## config.mk

```make
export PLATFORM = sky130hd
export DESIGN_NAME = mc_controller
export DESIGN_NICKNAME = d
export VERILOG_FILES = /design/src/rtl/ctrl_pkg.sv /design/src/rtl/mc_controller_alu_decoder.sv /design/src/rtl/mc_controller.sv
export SDC_FILE = /design/constraint.sdc
export NUM_CORES = 1
export LEC_CHECK = 0
export ABC_CLOCK_PERIOD_IN_PS = 1500
export CAP_MARGIN = 20
export CORE_ASPECT_RATIO = 0.9
export CORE_MARGIN = 3
export CORE_UTILIZATION = 34
export CTS_CLUSTER_SIZE = 40
export DETAILED_ROUTE_END_ITERATION = 10
export HOLD_SLACK_MARGIN = 0.06
export PLACE_DENSITY = 0.75
export SLEW_MARGIN = 20
export SYNTH_ARGS = -nofsm -noshare
export SYNTH_HDL_FRONTEND = slang
export SYNTH_SLANG_ARGS = --single-unit
```

## constraint.sdc

```tcl
create_clock -name clk -period 1.5 [get_ports clk]
set_input_delay 0.225 -clock clk [delete_from_list [all_inputs] [get_ports clk]]
set_output_delay 0.225 -clock clk [all_outputs]
set_load 0.05 [all_outputs]
```

## src/rtl/ctrl_pkg.sv

```systemverilog
// Shared encodings for the multicycle controller: FSM states, opcodes,
// datapath mux selects and the alu_control codes understood by the ALU.
package ctrl_pkg;

    typedef logic [3:0] state_t;

    localparam state_t S_FETCH    = 4'd0;
    localparam state_t S_DECODE   = 4'd1;
    localparam state_t S_MEMADR   = 4'd2;
    localparam state_t S_MEMREAD  = 4'd3;
    localparam state_t S_MEMWB    = 4'd4;
    localparam state_t S_MEMWRITE = 4'd5;
    localparam state_t S_EXECR    = 4'd6;
    localparam state_t S_EXECI    = 4'd7;
    localparam state_t S_ALUWB    = 4'd8;
    localparam state_t S_BEQ      = 4'd9;
    localparam state_t S_JAL      = 4'd10;
    localparam state_t S_TRAP     = 4'd11;

    localparam logic [6:0] OP_LW    = 7'b0000011;
    localparam logic [6:0] OP_SW    = 7'b0100011;
    localparam logic [6:0] OP_RTYPE = 7'b0110011;
    localparam logic [6:0] OP_ITYPE = 7'b0010011;
    localparam logic [6:0] OP_BEQ   = 7'b1100011;
    localparam logic [6:0] OP_JAL   = 7'b1101111;

    localparam logic [2:0] ALU_ADD = 3'b000;
    localparam logic [2:0] ALU_SUB = 3'b001;
    localparam logic [2:0] ALU_AND = 3'b010;
    localparam logic [2:0] ALU_OR  = 3'b011;
    localparam logic [2:0] ALU_SLT = 3'b101;

    localparam logic [1:0] ALUOP_ADD   = 2'b00;
    localparam logic [1:0] ALUOP_SUB   = 2'b01;
    localparam logic [1:0] ALUOP_FUNCT = 2'b10;

    localparam logic [1:0] RES_ALUOUT    = 2'b00;
    localparam logic [1:0] RES_MEMDATA   = 2'b01;
    localparam logic [1:0] RES_ALURESULT = 2'b10;

    localparam logic [1:0] SRCA_PC    = 2'b00;
    localparam logic [1:0] SRCA_OLDPC = 2'b01;
    localparam logic [1:0] SRCA_RS1   = 2'b10;

    localparam logic [1:0] SRCB_RS2  = 2'b00;
    localparam logic [1:0] SRCB_IMM  = 2'b01;
    localparam logic [1:0] SRCB_FOUR = 2'b10;

    localparam logic [1:0] IMM_I = 2'b00;
    localparam logic [1:0] IMM_S = 2'b01;
    localparam logic [1:0] IMM_B = 2'b10;
    localparam logic [1:0] IMM_J = 2'b11;

    // Per-state control word; pc_update and branch combine into pc_write.
    typedef struct packed {
        logic       pc_update;
        logic       branch;
        logic       adr_src;
        logic       mem_write;
        logic       ir_write;
        logic       reg_write;
        logic [1:0] result_src;
        logic [1:0] alu_src_a;
        logic [1:0] alu_src_b;
        logic [1:0] alu_op;
    } ctrl_t;

    localparam ctrl_t CTRL_IDLE = '0;

    function automatic logic [1:0] imm_src_of(input logic [6:0] op);
        case (op)
            OP_SW:   return IMM_S;
            OP_BEQ:  return IMM_B;
            OP_JAL:  return IMM_J;
            default: return IMM_I;
        endcase
    endfunction

endpackage

```

## src/rtl/mc_controller_alu_decoder.sv

```systemverilog
// Combinational ALU decoder: maps alu_op plus instruction function bits
// onto the 3-bit alu_control code.
module alu_decoder
    import ctrl_pkg::*;
(
    input  logic [1:0] alu_op,
    input  logic [2:0] funct3,
    input  logic       funct7b5,
    input  logic       op5,
    output logic [2:0] alu_control
);

    // NOTE: every always_comb output gets a default first so no path infers a latch.
    always_comb begin
        alu_control = ALU_ADD;
        case (alu_op)
            ALUOP_ADD: alu_control = ALU_ADD;
            ALUOP_SUB: alu_control = ALU_SUB;
            ALUOP_FUNCT: begin
                case (funct3)
                    // op5 separates R-type sub from addi, whose imm[10] lands on funct7b5
                    3'b000:  alu_control = (op5 & funct7b5) ? ALU_SUB : ALU_ADD;
                    3'b010:  alu_control = ALU_SLT;
                    3'b110:  alu_control = ALU_OR;
                    3'b111:  alu_control = ALU_AND;
                    default: alu_control = ALU_ADD;
                endcase
            end
            default: alu_control = ALU_ADD;
        endcase
    end

endmodule

```

## src/rtl/mc_controller.sv

```systemverilog
// Multicycle RV32I-subset control unit (Moore FSM). Optional illegal-opcode
// trap state and illegal_op port enabled by MC_CONTROLLER_ILLEGAL_EN.
module mc_controller
    import ctrl_pkg::*;
(
    input  logic       clk,
    input  logic       reset,
    input  logic [6:0] op,
    input  logic [2:0] funct3,
    input  logic       funct7b5,
    input  logic       zero,
    output logic       pc_write,
    output logic       adr_src,
    output logic       mem_write,
    output logic       ir_write,
    output logic [1:0] result_src,
    output logic [1:0] alu_src_a,
    output logic [1:0] alu_src_b,
    output logic [1:0] imm_src,
    output logic       reg_write,
    output logic [2:0] alu_control
`ifdef MC_CONTROLLER_ILLEGAL_EN
    ,
    output logic       illegal_op
`endif
);

    state_t state;
    state_t state_next;
    ctrl_t  ctrl;

    // NOTE: sequential state uses non-blocking assignments only.
    always_ff @(posedge clk or posedge reset) begin
        if (reset) begin
            state <= S_FETCH;
        end else begin
            state <= state_next;
        end
    end

    always_comb begin
        state_next = S_FETCH;
        case (state)
            S_FETCH: state_next = S_DECODE;
            S_DECODE: begin
                case (op)
                    OP_LW, OP_SW: state_next = S_MEMADR;
                    OP_RTYPE:     state_next = S_EXECR;
                    OP_ITYPE:     state_next = S_EXECI;
                    OP_BEQ:       state_next = S_BEQ;
                    OP_JAL:       state_next = S_JAL;
`ifdef MC_CONTROLLER_ILLEGAL_EN
                    default:      state_next = S_TRAP;
`else
                    default:      state_next = S_FETCH;
`endif
                endcase
            end
            S_MEMADR:  state_next = (op == OP_LW) ? S_MEMREAD : S_MEMWRITE;
            S_MEMREAD: state_next = S_MEMWB;
            S_EXECR:   state_next = S_ALUWB;
            S_EXECI:   state_next = S_ALUWB;
            S_JAL:     state_next = S_ALUWB;
`ifdef MC_CONTROLLER_ILLEGAL_EN
            S_TRAP:    state_next = S_TRAP;
`endif
            default:   state_next = S_FETCH;
        endcase
    end

    always_comb begin
        ctrl = CTRL_IDLE;
        case (state)
            S_FETCH: begin
                ctrl.ir_write   = 1'b1;
                ctrl.alu_src_a  = SRCA_PC;
                ctrl.alu_src_b  = SRCB_FOUR;
                ctrl.alu_op     = ALUOP_ADD;
                ctrl.result_src = RES_ALURESULT;
                ctrl.pc_update  = 1'b1;
            end
            S_DECODE: begin
                ctrl.alu_src_a = SRCA_OLDPC;
                ctrl.alu_src_b = SRCB_IMM;
            end
            S_MEMADR: begin
                ctrl.alu_src_a = SRCA_RS1;
                ctrl.alu_src_b = SRCB_IMM;
            end
            S_MEMREAD: begin
                ctrl.result_src = RES_ALUOUT;
                ctrl.adr_src    = 1'b1;
            end
            S_MEMWB: begin
                ctrl.result_src = RES_MEMDATA;
                ctrl.reg_write  = 1'b1;
            end
            S_MEMWRITE: begin
                ctrl.result_src = RES_ALUOUT;
                ctrl.adr_src    = 1'b1;
                ctrl.mem_write  = 1'b1;
            end
            S_EXECR: begin
                ctrl.alu_src_a = SRCA_RS1;
                ctrl.alu_src_b = SRCB_RS2;
                ctrl.alu_op    = ALUOP_FUNCT;
            end
            S_EXECI: begin
                ctrl.alu_src_a = SRCA_RS1;
                ctrl.alu_src_b = SRCB_IMM;
                ctrl.alu_op    = ALUOP_FUNCT;
            end
            S_ALUWB: begin
                ctrl.result_src = RES_ALUOUT;
                ctrl.reg_write  = 1'b1;
            end
            S_BEQ: begin
                ctrl.alu_src_a  = SRCA_RS1;
                ctrl.alu_src_b  = SRCB_RS2;
                ctrl.alu_op     = ALUOP_SUB;
                ctrl.result_src = RES_ALUOUT;
                ctrl.branch     = 1'b1;
            end
            S_JAL: begin
                ctrl.alu_src_a  = SRCA_OLDPC;
                ctrl.alu_src_b  = SRCB_FOUR;
                ctrl.result_src = RES_ALUOUT;
                ctrl.pc_update  = 1'b1;
            end
            default: ctrl = CTRL_IDLE;
        endcase
    end

    // Write enables are masked by reset so an abort never leaks a write.
    assign pc_write   = ~reset & (ctrl.pc_update | (ctrl.branch & zero));
    assign ir_write   = ~reset & ctrl.ir_write;
    assign mem_write  = ~reset & ctrl.mem_write;
    assign reg_write  = ~reset & ctrl.reg_write;
    assign adr_src    = ctrl.adr_src;
    assign result_src = ctrl.result_src;
    assign alu_src_a  = ctrl.alu_src_a;
    assign alu_src_b  = ctrl.alu_src_b;
    assign imm_src    = imm_src_of(op);

`ifdef MC_CONTROLLER_ILLEGAL_EN
    assign illegal_op = ~reset & (state == S_TRAP);
`endif

    alu_decoder u_alu_decoder (
        .alu_op      (ctrl.alu_op),
        .funct3      (funct3),
        .funct7b5    (funct7b5),
        .op5         (op[5]),
        .alu_control (alu_control)
    );

endmodule

```

==> results of run 1 <==
## synth_stat cells (all sizes together) (2+ instances only)
cell type,n
a21oi,4
and3,3
buf,3
dfrtp,4
ha,2
inv,5
nand2,3
nand2b,4
nand3,4
nor2,6
nor2b,2
nor3,3
nor3b,3
nor4,2
o21ai,2
or2,2
or3b,2
xnor2,3
## cell families after synthesis
family	share of synthesized area (%)
compound gates	19.36
xor+xnor	6.453
fa+ha+maj	4.608
buf+inv	6.911
flops	18.43
simple gates	44.24
## through the flow
stage                     setup WS, ns  instance area, sq um  hold WS, ns  setup TNS (ns)
after global placement         -0.1893                  1290       0.6625          -1.135
after floorplan                -0.2690                 695.7   -0.0002226          -1.180
after detailed placement       -0.2459                  1290       0.6841          -1.429
==> implementation parameters, run 1 <==
Parameter                              Value

Synthesis
  Netlist Area Pre-Place ... 543.0 sq um
  Synth Flop Type ... dfrtp_1
  Warning count from the yosys run ... 0
  Synthesized flop and latch total ... 4
  Yosys top cell area share ... 18.43%
  Synth area leaders ... dfrtp_1, xnor2_1, ha_1, nand2b_1, nor2_1
  Leading area contributor after synthesis ... dfrtp_1
  Share of the yosys chip area belonging to registers ... 18.43%
  Unique masters post-synth ... 35
  Post-synth EDFFs ... 0
  Mean instance size in the synthesized netlist ... 7.439 sq um
  Synth Net Count ... 89
  Number of cells produced by synthesis ... 73
  Async S/R FF share, synth ... 100.0%

Run status
  First error line in the log ... [ERROR DPL-0038] Utilization greater than 100%, impossible to legalize
  Step where the flow halted ... clock tree synthesis (4_1_cts)
  Result of the run ... aborted with a tool error

Clock network
  Maximum level of the CTS H-tree ... 1
  Hold-fix buffers, CTS ... 0
  Post-CTS Resized ... 39
  Bufs on Longest Clock Path ... 2
  Count of clock tree sinks ... 4
  Root cell of the clock tree ... clkbuf_4
  Number of CTS-inserted buffers ... 3
  Buffers inserted during post-CTS setup optimization ... 11

Placed design
  Total of buffers placed on input and output ports ... 29
  Final HPWL DP ... 1558 um
  Dpl cells ... 143
  Placer Congestion ... 0.7896

Floorplan
  Placement row count ... 13
  Die span in x ... 48.13 um
  Height of the die ... 43.92 um
  Total I/O pin count ... 30
  Starting density of the core ... 36.69%
==> run 2: changes to the inputs <==
- ABC_CLOCK_PERIOD_IN_PS: 1500 -> 2000
- CORE_AREA: default -> 3 3 64 66
- CORE_ASPECT_RATIO: 0.9 -> default
- CORE_MARGIN: 3 -> default
- CORE_UTILIZATION: 34 -> default
- CTS_CLUSTER_SIZE: 40 -> default
- DIE_AREA: default -> 0 0 67 69
- HOLD_SLACK_MARGIN: 0.06 -> default
- PLACE_DENSITY: 0.75 -> default
- PLACE_DENSITY_LB_ADDON: default -> 0.15
- clock period: 1.5 -> 2 ns (I/O delays scaled with it)
==> run 2 against run 1 <==
- the flow now finishes without violations
- synthesized cell count stayed put
- synthesized area stayed put
==> implementation parameters, run 2 <==
Parameter                              Value

Placed design
  Total of buffers placed on input and output ports ... 29 (unchanged)
  Instance area after placement ... 1146 sq um (-11%)
  Final HPWL DP ... 1407 um (-9.7%)
  Placer Congestion ... 0.7413 (-6.1%)

Synthesis
  Synth cell count leaders ... nor2_1, inv_1
  Mean instance size in the synthesized netlist ... 7.439 sq um (unchanged)
  Parity-gate share of the synthesized area counting xor and xnor cells ... 6.452% (unchanged)
  Async S/R FF share, synth ... 100.0% (unchanged)
  Synth Flop Type ... dfrtp_1
  Synth area leaders ... dfrtp_1, xnor2_1, ha_1, nand2b_1, nor2_1
  Fraction of the mapped netlist area in compound gates ... 19.35% (unchanged)
  Unique masters post-synth ... 35 (unchanged)
  Post-synth EDFFs ... 0 (unchanged)
  Basic-gate share of the synthesized area counting and, or, nand and nor cells ... 44.24% (unchanged)
  Adder-Cell Fraction of Synth Area ... 4.608% (unchanged)
  Warning count from the yosys run ... 0 (unchanged)
  Leading area contributor after synthesis ... dfrtp_1
  Netlist Area Pre-Place ... 543.0 sq um (unchanged)
  Number of cells produced by synthesis ... 73 (unchanged)
  Synthesized flop and latch total ... 4 (unchanged)
  Synth Net Count ... 89 (unchanged)
  Most used standard cell by instance count after synthesis ... nor2_1
  Share of the yosys chip area belonging to registers ... 18.43% (unchanged)
  Combinational family with the most area after synthesis ... simple AND/OR/NAND/NOR gates
  Yosys top cell area share ... 18.43% (unchanged)
  Multiplexer fraction of the synthesized cell area ... 0% (unchanged)

Worst setup path
  Startpoint of the worst-slack reg-to-reg timing path ... state[0]
  Worst setup path class ... register to output port
  Arr. time, crit path ... 1.61 ns
  FF-to-FF path depth ... 3
  Crit path max fanout ... 5
  Required time of the critical path ... 1.70 ns
  CP cell instances ... nor2b_2, nand3_1, ha_2, a31oi_1, a21oi_2, buf_12
  Start point of the critical path ... state[1]
  Terminus of the critical flop-to-flop path ... state[2]
  Slowest stage cell on the critical path ... dfrtp_2
  Crit-path max cell delay ... 0.43 ns
  Worst setup SP type ... register
  Type of destination of the critical path ... output port
  Reg-to-reg setup timing slack ... 0.71 ns
  Capture point of the critical path ... alu_control[0]

Global route
  First-pass GRT wire length ... 2911 um
  Initial antenna violation count ... 0
  Global routing usage summed across all routing layers ... 7.918%
  Number of global-route vias before repair ... 682
  Global route overflow ... 0
  Pin count of the biggest net entering global routing ... 17

Layout
  Core Util, Final ... 33.54%
  Flip-flop count of the largest register after layout ... 4
  Fraction of layout cells with a size suffix above 1 ... 44.25%
  Nets ... 131
  Area of combinational cells with multiple inputs ... 467.9 sq um
  Filler Cells Inserted ... 404
  Sequential Area ... 102.6 sq um
  Number of antenna diodes ... 0
  Biggest regs ... state x4
  Fin area ... 1219 sq um
  Synth-to-Final Area Change ... 124.4%
  Leading cell types in the layout, fill and taps excluded ... buf_12, clkdlybuf4s50_1, buf_4, inv_1
  Most common library cell in the layout ignoring fill and taps ... buf_12
  Top reg by flops ... state

Route
  Remaining antenna violation count ... 0
  Post-detailed-route via-to-cell ratio ... 4.298
  Number of search-and-repair iterations in the first detailed-routing pass ... 4
  Vias after detailed routing ... 692
  Iteration-0 DRC Markers ... 30
  Wirelength, routed ... 1729 um
  Remaining routing DRC violations ... 0
  Routed wire per std cell ... 10.74 um

Clock network
  Clock-pin slew reported for the worst setup and hold paths after clock tree synthesis ... 0.03 ns
  Clock Latency Late Sink ... 0.21 ns
  Bufs on Longest Clock Path ... 2 (unchanged)
  Maximum level of the CTS H-tree ... 1 (unchanged)
  Number of CTS-inserted buffers ... 3 (unchanged)
  Count of clock tree sinks ... 4 (unchanged)
  Hold-fix buffers, CTS ... 0 (unchanged)
  Buffers inserted during post-CTS setup optimization ... 0 (-11)
  TritonCTS clock tree ... built
  Root cell of the clock tree ... clkbuf_8

Floorplan
  Height of the die ... 69 um (+57%)
  Total I/O pin count ... 30 (unchanged)
  Placement row count ... 22 (+9)
  Die span in x ... 67 um (+39%)
  Starting density of the core ... 14.94% (-22 points)
  Area of the die ... 4623 sq um
  Core Area ... 3633 sq um

Power
  Relative contribution of the clock network to total power ... 16.6%
  Part of the power in registers ... 9.9%
  Power per unit of standard cell area ... 817.3 nW/um^2
  Overall power consumption ... 0.9960 mW
  Total net switching power ... 0.4229 mW
  Worst VDD drop ... 289.6 uV
  Switching power share of the total ... 42.46%
  Gate power share ... 73.5%
  Leak pwr ... 0.4731 nW
  Internal power contribution ... 0.5731 mW

STA
  Worst slew slack as a fraction of its limit ... 74.94%
  Final cycle utilization of the critical path ... 95.75%
  Unrepaired setup endpoints after global routing ... yes
  Slew of the pin with the lowest slew margin ... 0.3731 ns
  Final min period ... 1.915 ns
  Maximum clock frequency ... 522.2 MHz
  Final Max Tran Viols ... 0
  Setup violators final ... 0
  Largest clock skew in the final design ... 0.003363 ns
  Endpoints failing hold ... 0

Run
  Total of max-cap violations ... 0

Run status
  Result of the run ... complete, no violations

Min path
  Type of the worst min-delay path ... input pin to asynchronous set/reset pin
==> run 2: repair_timing <==
| action | CTS | global route |
|---|---|---|
| pin swaps | 0 | 0 |
| endpoints found under the hold margin | 0 | 0 |
| endpoints found under the setup margin | 1 | 4 |
| resized for setup | 1 | 7 |
==> run 2: layout make-up <==
| cell class | count | area share, % |
|---|---|---|
| Timing Repair Buffer | 41 | 43.33 |
| Inverter | 5 | 1.540 |
| Tap cell | 48 | 4.928 |
| Multi-Input combinational cell | 60 | 38.40 |
| Sequential cell | 4 | 8.419 |
| Clock buffer | 3 | 3.388 |
==> run 2: worst min-delay path by stage <==
stage,depth (start not counted),slack [ns],endpoint
final,2,0.43,state[2]
after global routing,2,0.48,state[2]
after CTS,2,0.43,state[1]
after detailed placement,2,0.65,state[0]
after global placement,2,0.66,state[2]
after floorplan,1,0.07,state[0]
==> run 2: worst max-delay path: cells and delay by family, from the launching register on <==
| kind | cells | cell delay [ns] |
|---|---|---|
| and+or+nand+nor | 2 | 0.27 |
| buffers and inverters | 1 | 0.15 |
| adders and majority gates | 1 | 0.24 |
| AOI/OAI and AO/OA | 2 | 0.30 |
| DFF | 1 | 0.43 |
==> run 2: stage by stage <==
stage | TNS [ns] | hold slack [ns] | instances | setup slack [ns]
detailed placement | 0 | 0.6456 | 158 | 0.03012
finish | 0 | 0.4293 | 161 | 0.08505
global route | -0.01194 | 0.4806 | 161 | -0.01194
floorplan | -0.4167 | 0.07119 | 73 | -0.3567
CTS | 0 | 0.4330 | 161 | 0.01122
global placement | 0 | 0.6582 | 158 | 0.05165
==> run 2: power groups by stage <==
stage	Sequential (mW)	Combinational [mW]	Clock [mW]
after floorplan	0.109	0.357	0
after global placement	0.0997	0.733	0
after detailed placement	0.0987	0.735	0
after CTS	0.0982	0.740	0.169
after global routing	0.100	0.771	0.181
final	0.0984	0.732	0.165
==> run 2: kinds of logic (layout without fill, tap and decap cells) <==
| family | Yosys count | in the layout |
|---|---|---|
| compound gates | 14 | 14 |
| xor+xnor | 4 | 4 |
| fa+ha+maj | 2 | 2 |
| buf+inv | 9 | 49 |
| flops | 4 | 4 |
| simple gates | 40 | 40 |
==> run 2: metal layers <==
| layer | routed length (um) | up-vias | part of all wire, % | global-route usage [%] |
|---|---|---|---|---|
| li1 | - | 347 | - | - |
| met1 | 755 | 311 | 44 | 8.966 |
| met2 | 848 | 30 | 49 | 12.66 |
| met3 | 98 | 4 | 5.7 | 2.280 |
| met4 | 27 | 0 | 1.6 | 4.955 |
| met5 | 0 | - | 0 | 0 |
(Power assumes the default switching activity.)
==> run 3: changes to the inputs <==
- CAP_MARGIN: 20 -> 40
==> results of run 3 <==
No change in the layout: final DEF, timing and power equal those of run 2.
